### src/rtl/fetch_stage_pkg.sv
// Shared definitions for the WISC fetch stage: opcodes, reset PC and fetch FSM states.
package fetch_stage_pkg;

    localparam logic [3:0]  OPC_HLT          = 4'hF;
    localparam logic [15:0] NOP_INSTR        = 16'h0000;
    localparam logic [15:0] DEFAULT_RESET_PC = 16'h0000;
    localparam logic [15:0] PC_STEP          = 16'h0002;

    typedef enum logic [1:0] {
        FETCH = 2'd0,
        FULL  = 2'd1,
        DROP  = 2'd2,
        HALT  = 2'd3
    } fetch_state_t;

    function automatic logic is_hlt(input logic [15:0] instr);
        return instr[15:12] == OPC_HLT;
    endfunction

endpackage

### src/rtl/fetch_stage_if.sv
// Instruction-memory request/ready bus between the fetch stage and instruction memory.
interface fetch_stage_if;

    logic        imem_req;
    logic [15:0] imem_addr;
    logic        imem_ready;
    logic [15:0] imem_data;

    modport master (
        output imem_req,
        output imem_addr,
        input  imem_ready,
        input  imem_data
    );

    modport slave (
        input  imem_req,
        input  imem_addr,
        output imem_ready,
        output imem_data
    );

endinterface

### src/rtl/fetch_stage_cells.sv
// Library cells reused by the fetch stage: resettable register and 16-bit carry-lookahead adder.
module dff #(
    parameter int unsigned       WIDTH   = 1,
    parameter logic [WIDTH-1:0]  RST_VAL = '0
) (
    input  logic             clk,
    input  logic             rst,
    input  logic [WIDTH-1:0] d,
    output logic [WIDTH-1:0] q
);

    always_ff @(posedge clk) begin
        if (rst) q <= RST_VAL;
        else     q <= d;
    end

endmodule

module cla_16bit (
    input  logic [15:0] a,
    input  logic [15:0] b,
    input  logic        cin,
    output logic [15:0] sum
);

    logic [15:0] g;
    logic [15:0] p;
    logic [15:0] c;

    assign g    = a & b;
    assign p    = a ^ b;
    assign c[0] = cin;

    // Four 4-bit lookahead groups; each group's carry-out feeds the next group directly.
    for (genvar k = 0; k < 4; k++) begin : g_grp
        localparam int unsigned B = 4 * k;

        assign c[B+1] = g[B] | (p[B] & c[B]);
        assign c[B+2] = g[B+1] | (p[B+1] & g[B]) | (p[B+1] & p[B] & c[B]);
        assign c[B+3] = g[B+2] | (p[B+2] & g[B+1]) | (p[B+2] & p[B+1] & g[B])
                      | (p[B+2] & p[B+1] & p[B] & c[B]);

        if (k < 3) begin : g_next
            assign c[B+4] = g[B+3] | (p[B+3] & g[B+2]) | (p[B+3] & p[B+2] & g[B+1])
                          | (p[B+3] & p[B+2] & p[B+1] & g[B])
                          | (p[B+3] & p[B+2] & p[B+1] & p[B] & c[B]);
        end
    end

    assign sum = p ^ c;

endmodule

### src/rtl/fetch_stage.sv
// WISC instruction-fetch stage: owns the fetch PC, drives imem, skid-buffers one
// instruction across decode stalls, squashes wrong-path fetches and stops on HLT.
module fetch_stage
    import fetch_stage_pkg::*;
#(
    parameter logic [15:0] RESET_PC = DEFAULT_RESET_PC
) (
    input  logic                 clk,
    input  logic                 rst,
    input  logic                 stall,
    input  logic                 redirect,
    input  logic [15:0]          redirect_pc,
    fetch_stage_if.master        imem,
    output logic                 f_valid,
    output logic [15:0]          f_instruction,
    output logic [15:0]          f_pc_plus2,
    output logic                 halted
);

    fetch_state_t state_q;
    fetch_state_t state_d;
    logic [1:0]   state_bits;

    logic [15:0] fetch_pc,     fetch_pc_d;
    logic [15:0] pending_pc,   pending_pc_d;
    logic [15:0] buf_instr,    buf_instr_d;
    logic [15:0] buf_pc_plus2, buf_pc_plus2_d;
    logic [15:0] pc_inc;
    logic [15:0] redirect_tgt;

    assign redirect_tgt = redirect_pc & 16'hFFFE;
    assign state_q      = fetch_state_t'(state_bits);

    cla_16bit u_pc_inc (
        .a   (fetch_pc),
        .b   (PC_STEP),
        .cin (1'b0),
        .sum (pc_inc)
    );

    // State register
    dff #(.WIDTH(2),  .RST_VAL(FETCH))    u_state_reg   (.clk(clk), .rst(rst), .d(state_d),        .q(state_bits));
    dff #(.WIDTH(16), .RST_VAL(RESET_PC)) u_fetch_pc    (.clk(clk), .rst(rst), .d(fetch_pc_d),     .q(fetch_pc));
    dff #(.WIDTH(16), .RST_VAL('0))       u_pending_pc  (.clk(clk), .rst(rst), .d(pending_pc_d),   .q(pending_pc));
    dff #(.WIDTH(16), .RST_VAL('0))       u_buf_instr   (.clk(clk), .rst(rst), .d(buf_instr_d),    .q(buf_instr));
    dff #(.WIDTH(16), .RST_VAL('0))       u_buf_pc_plus (.clk(clk), .rst(rst), .d(buf_pc_plus2_d), .q(buf_pc_plus2));

    // Next-state and datapath register updates
    always_comb begin
        state_d        = state_q;
        fetch_pc_d     = fetch_pc;
        pending_pc_d   = pending_pc;
        buf_instr_d    = buf_instr;
        buf_pc_plus2_d = buf_pc_plus2;

        unique case (state_q)
            FETCH: begin
                if (redirect) begin
                    if (imem.imem_ready) begin
                        fetch_pc_d = redirect_tgt;
                    end else begin
                        pending_pc_d = redirect_tgt;
                        state_d      = DROP;
                    end
                end else if (imem.imem_ready) begin
                    fetch_pc_d = pc_inc;
                    if (stall) begin
                        buf_instr_d    = imem.imem_data;
                        buf_pc_plus2_d = pc_inc;
                        state_d        = FULL;
                    end else if (is_hlt(imem.imem_data)) begin
                        state_d = HALT;
                    end
                end
            end

            FULL: begin
                if (redirect) begin
                    fetch_pc_d = redirect_tgt;
                    state_d    = FETCH;
                end else if (!stall) begin
                    state_d = is_hlt(buf_instr) ? HALT : FETCH;
                end
            end

            DROP: begin
                // The old request must complete before the stored target can be issued.
                if (imem.imem_ready) begin
                    fetch_pc_d = redirect ? redirect_tgt : pending_pc;
                    state_d    = FETCH;
                end else if (redirect) begin
                    pending_pc_d = redirect_tgt;
                end
            end

            HALT: begin
                if (redirect) begin
                    fetch_pc_d = redirect_tgt;
                    state_d    = FETCH;
                end
            end

            default: state_d = FETCH;
        endcase
    end

    // Outputs to memory and decode
    always_comb begin
        imem.imem_req  = 1'b0;
        imem.imem_addr = fetch_pc;
        f_valid        = 1'b0;
        f_instruction  = NOP_INSTR;
        f_pc_plus2     = '0;
        halted         = 1'b0;

        if (!rst) begin
            unique case (state_q)
                FETCH: begin
                    imem.imem_req = 1'b1;
                    if (imem.imem_ready && !redirect) begin
                        f_valid       = 1'b1;
                        f_instruction = imem.imem_data;
                        f_pc_plus2    = pc_inc;
                    end
                end
                FULL: begin
                    if (!redirect) begin
                        f_valid       = 1'b1;
                        f_instruction = buf_instr;
                        f_pc_plus2    = buf_pc_plus2;
                    end
                end
                DROP:    imem.imem_req = 1'b1;
                HALT:    halted        = 1'b1;
                default: imem.imem_req = 1'b0;
            endcase
        end
    end

endmodule

### src/flat_wrapper.sv
// flat-port wrapper written by rule: the top's interface ports become plain ports
module fetch_stage_flat import fetch_stage_pkg::*;
#(
    parameter logic [15:0] RESET_PC = DEFAULT_RESET_PC
)
  (clk, rst, stall, redirect, redirect_pc, f_valid, f_instruction, f_pc_plus2, halted, imem_imem_req, imem_imem_addr, imem_imem_ready, imem_imem_data);
  fetch_stage_if imem_i ();
  input  logic clk;
  input  logic rst;
  input  logic stall;
  input  logic redirect;
  input  logic [15:0] redirect_pc;
  output logic f_valid;
  output logic [15:0] f_instruction;
  output logic [15:0] f_pc_plus2;
  output logic halted;
  output wire logic [$bits(imem_i.imem_req)-1:0] imem_imem_req;
  output wire logic [$bits(imem_i.imem_addr)-1:0] imem_imem_addr;
  input wire logic [$bits(imem_i.imem_ready)-1:0] imem_imem_ready;
  input wire logic [$bits(imem_i.imem_data)-1:0] imem_imem_data;
  assign imem_imem_req = imem_i.imem_req;
  assign imem_imem_addr = imem_i.imem_addr;
  assign imem_i.imem_ready = imem_imem_ready;
  assign imem_i.imem_data = imem_imem_data;
  fetch_stage #(.RESET_PC(RESET_PC)) u_core (.clk(clk), .rst(rst), .stall(stall), .redirect(redirect), .redirect_pc(redirect_pc), .imem(imem_i), .f_valid(f_valid), .f_instruction(f_instruction), .f_pc_plus2(f_pc_plus2), .halted(halted));
endmodule
### config.mk
export PLATFORM = sky130hd
export DESIGN_NAME = fetch_stage_flat
export DESIGN_NICKNAME = d
export VERILOG_FILES = /design/src/rtl/fetch_stage_pkg.sv /design/src/rtl/fetch_stage_if.sv /design/src/rtl/fetch_stage_cells.sv /design/src/rtl/fetch_stage.sv /design/src/flat_wrapper.sv
export SDC_FILE = /design/constraint.sdc
export NUM_CORES = 1
export LEC_CHECK = 0
export BUFFER_PORTS_ARGS = -buffer_cell sky130_fd_sc_hd__buf_2
export CORE_MARGIN = 2
export CORE_UTILIZATION = 57
export DETAILED_ROUTE_END_ITERATION = 16
export PLACE_DENSITY = 0.94
export SKIP_CTS_REPAIR_TIMING = 1
export SLEW_MARGIN = 15
export SYNTH_ARGS = -nofsm -noshare
export SYNTH_HDL_FRONTEND = slang
export SYNTH_SLANG_ARGS = --single-unit
### constraint.sdc
create_clock -name clk -period 4 [get_ports clk]
set_input_delay 0.4 -clock clk [delete_from_list [all_inputs] [get_ports clk]]
set_output_delay 0.4 -clock clk [all_outputs]
set_load 0.02 [all_outputs]
==> impl_metrics.json <==
{
  "power.density_nw_per_um2": 385,
  "drcViolationCount": 0,
  "cp_slowest_cell": "dfxtp_1",
  "grt_pass1_wl_um": 15600,
  "initial_utilization_pct": 59.1,
  "rsz0062_at_grt": "false",
  "cts.path.max_buffers": 2,
  "fin_crit_ns": 3.27,
  "clock-sinks": 66,
  "fin_skew_ns": 0.00819,
  "cts_root_buf": "clkbuf_8",
  "grt-ovfl-total": 0,
  "max_stage_delay_ns": 0.85,
  "fin_util_pct": 68.6,
  "worst_setup_path_start_kind": "flip-flop",
  "yosysSeqAreaShare_pct": 37.8,
  "tightest_slew_ns": 1.14,
  "path_class": "reg -> out",
  "drt-initial-drc-count": 492,
  "via_per_inst": 6.19,
  "synth_seq_cells": 66,
  "critical_path.max_fanout": 22,
  "p_leak_nw": 1.70,
  "final_cell_mix": "97 x nand2_1, 86 x buf_2, 69 x nor2_1",
  "syn_inst": 482,
  "antenna_found_initial": 0,
  "diodes": 0,
  "clock_latency_ns": 0.35,
  "fp.dieW_um": 82.3,
  "path_cells": "nor2b_1, nor2b_2, buf_4, a22oi_1, nor2_1, buf_2",
  "grt_use_total_pct": 29.9,
  "fmax_mhz": 306,
  "synth_area_sq_um": 3500,
  "ant_nets": 0,
  "grt_max_degree": 68,
  "status": "finished, final reports clean",
  "synthArstFlopShare_pct": 0,
  "arrival_ns": 2.87,
  "path_clk_slew_ns": 0.07,
  "cts_tree": "yes",
  "yosysWarningCount": 0,
  "drt_wl_total_um": 9950,
  "syn_nets": 522,
  "mostFrequentLayoutCell": "nand2_1",
  "worstPathRequired_ns": 3.60,
  "peakVddDrop_uv": 206,
  "core_area_sq_um": 5920,
  "syn_area_per_cell_sq_um": 7.26,
  "fillers": 484,
  "port_buffers": 86,
  "setup_viol": 0,
  "synth_cell_types": 44,
  "via_count": 3860,
  "gp_congestion": 0.885,
  "drv_cap": 0,
  "first_global_vias": 3497,
  "post_drt_wl_per_cell_um": 16.0,
  "layout-drive-gt1-share_pct": 20.2,
  "rows": 28,
  "drt_first_pass_iters": 6,
  "timing.slew.headroom_pct": 23.7,
  "io_pins": 88,
  "hold_path_class": "in -> reg",
  "fin_crit_sh_pct": 81.7,
  "cts_htree_levels": 3,
  "crit_family": "simple AND/OR/NAND/NOR gates",
  "crit_buf_inv": 2,
  "area_growth_pct": 16.1,
  "dp_hpwl_um": 6570,
  "finalSetupTns_ns": 0,
  "hold_violations": 0,
  "slew_viol_final": 0,
  "setup.worst_path.end_class": "output port",
  "ys.flop_type": "dfxtp_1",
  "synth_edf_count": 0,
  "die_y_um": 82.3,
  "num-nets-final": 584,
  "die-area_sq_um": 6780,
  "cts_made_buffers": 9
}
cell usage after synthesis, types with 2 or more instances:
| library cell | count | share of area (%) |
|---|---|---|
| a211oi_1 | 4 | 0.86 |
| a21oi_1 | 62 | 8.9 |
| a221oi_1 | 2 | 0.50 |
| a22oi_1 | 25 | 5.4 |
| a31oi_1 | 3 | 0.54 |
| a32o_1 | 7 | 2.0 |
| and2_1 | 2 | 0.36 |
| and3_1 | 2 | 0.36 |
| and4_1 | 2 | 0.50 |
| buf_1 | 3 | 0.32 |
| buf_2 | 13 | 1.9 |
| buf_4 | 4 | 0.86 |
| clkbuf_1 | 19 | 2.0 |
| dfxtp_1 | 66 | 38 |
| ha_1 | 3 | 1.1 |
| inv_1 | 7 | 0.75 |
| mux2i_1 | 3 | 0.86 |
| nand2_1 | 97 | 10 |
| nand2b_1 | 3 | 0.54 |
| nand3_1 | 8 | 1.1 |
| nand3b_1 | 4 | 0.86 |
| nand4_1 | 5 | 0.89 |
| nor2_1 | 69 | 7.4 |
| nor2b_1 | 3 | 0.54 |
| nor3_1 | 14 | 2.0 |
| nor3b_1 | 3 | 0.64 |
| nor4_1 | 2 | 0.36 |
| o211ai_1 | 3 | 0.64 |
| o21a_1 | 7 | 1.5 |
| o21ai_0 | 9 | 1.3 |
| o22a_1 | 2 | 0.50 |
| o22ai_1 | 3 | 0.54 |
| or2_2 | 3 | 0.54 |
| xnor2_1 | 6 | 1.5 |
| xor2_1 | 5 | 1.3 |
worst paths after layout:
kind | start | end | slack (ns) | depth (start not counted)
setup / recovery | u_core.u_state_reg.q[0]$_SDFFE_PP0P_ | f_instruction[10] | 0.73 | 6
hold / removal | redirect_pc[10] | u_core.u_pending_pc.q[10]$_SDFFE_PP0P_ | 0.29 | 3
setup reg to reg | u_core.u_state_reg.q[1]$_SDFFE_PP0P_ | u_core.u_buf_pc_plus.q[14]$_SDFFE_PP0P_ | 1.43 | 8
hold reg to reg | u_core.u_buf_pc_plus.q[6]$_SDFFE_PP0P_ | u_core.u_buf_pc_plus.q[6]$_SDFFE_PP0P_ | 0.46 | 2
worst reg2reg max path, cell delays in order, from the launching register on:
cell	delay, ns
dfxtp_1	0.42
buf_4	0.28
nor4b_4	0.29
buf_4	0.33
and2_1	0.54
buf_4	0.33
nor2_1	0.08
nor2_1	0.12
o21a_1	0.13
kinds of logic (layout without fill, tap and decap cells):
group                    after synthesis  count (layout)  synth area share [%]
flip-flops                            66              66                  37.8
adder cells (fa/ha/maj)                3               3                  1.07
AO/OA/AOI/OAI                        132             132                  23.7
buffers and inverters                 47             114                  6.15
XOR/XNOR                              11              11                  2.75
AND/OR/NAND/NOR                      220             220                  27.6
multiplexers                           3               3                 0.858
sequential cells by signal, summed over array words and instances, names as in the netlist:
register                cells
u_core.u_buf_instr.q       16
u_core.u_buf_pc_plus.q     16
u_core.u_fetch_pc.q        16
u_core.u_pending_pc.q      16
u_core.u_state_reg.q        2
metrics by stage:
stage	cell area [sq um]	setup WS, ns	total power, mW	instances	hold WS (ns)
CTS	4060	0.860	1.55	624	0.292
global route	4060	0.561	1.62	624	0.295
global placement	3870	1.23	1.03	608	0.442
finish	4060	0.734	1.56	624	0.288
detailed placement	3870	1.23	1.04	608	0.447
floorplan	3500	1.78	0.950	482	0.436
layout make-up:
cell class,instances,area (sq um),share of cell area (%)
Tap cell,75,93.8,2.31
Clock buffer,14,173,4.25
Timing Repair Buffer,91,468,11.5
Multi-Input combinational cell,369,1970,48.5
Sequential cell,66,1320,32.5
Inverter,7,26.3,0.647
Clock inverter,2,10.0,0.247
per-layer routing:
metal	part of all wire [%]	GRT usage [%]	routed length, um
met2	48	48.5	4790
met4	3.3	17.8	333
met5	0	0	0
met1	40	36.0	4010
met3	8.2	6.63	821
report_power, final:
group / internal [mW] / leakage [nW] / switching (mW) / total, mW
Combinational: 0.104 / 1.06 / 0.194 / 0.299
Sequential: 0.693 / 0.538 / 0.0426 / 0.736
Clock: 0.275 / 0.0965 / 0.253 / 0.528
(Power assumes the default switching activity.)
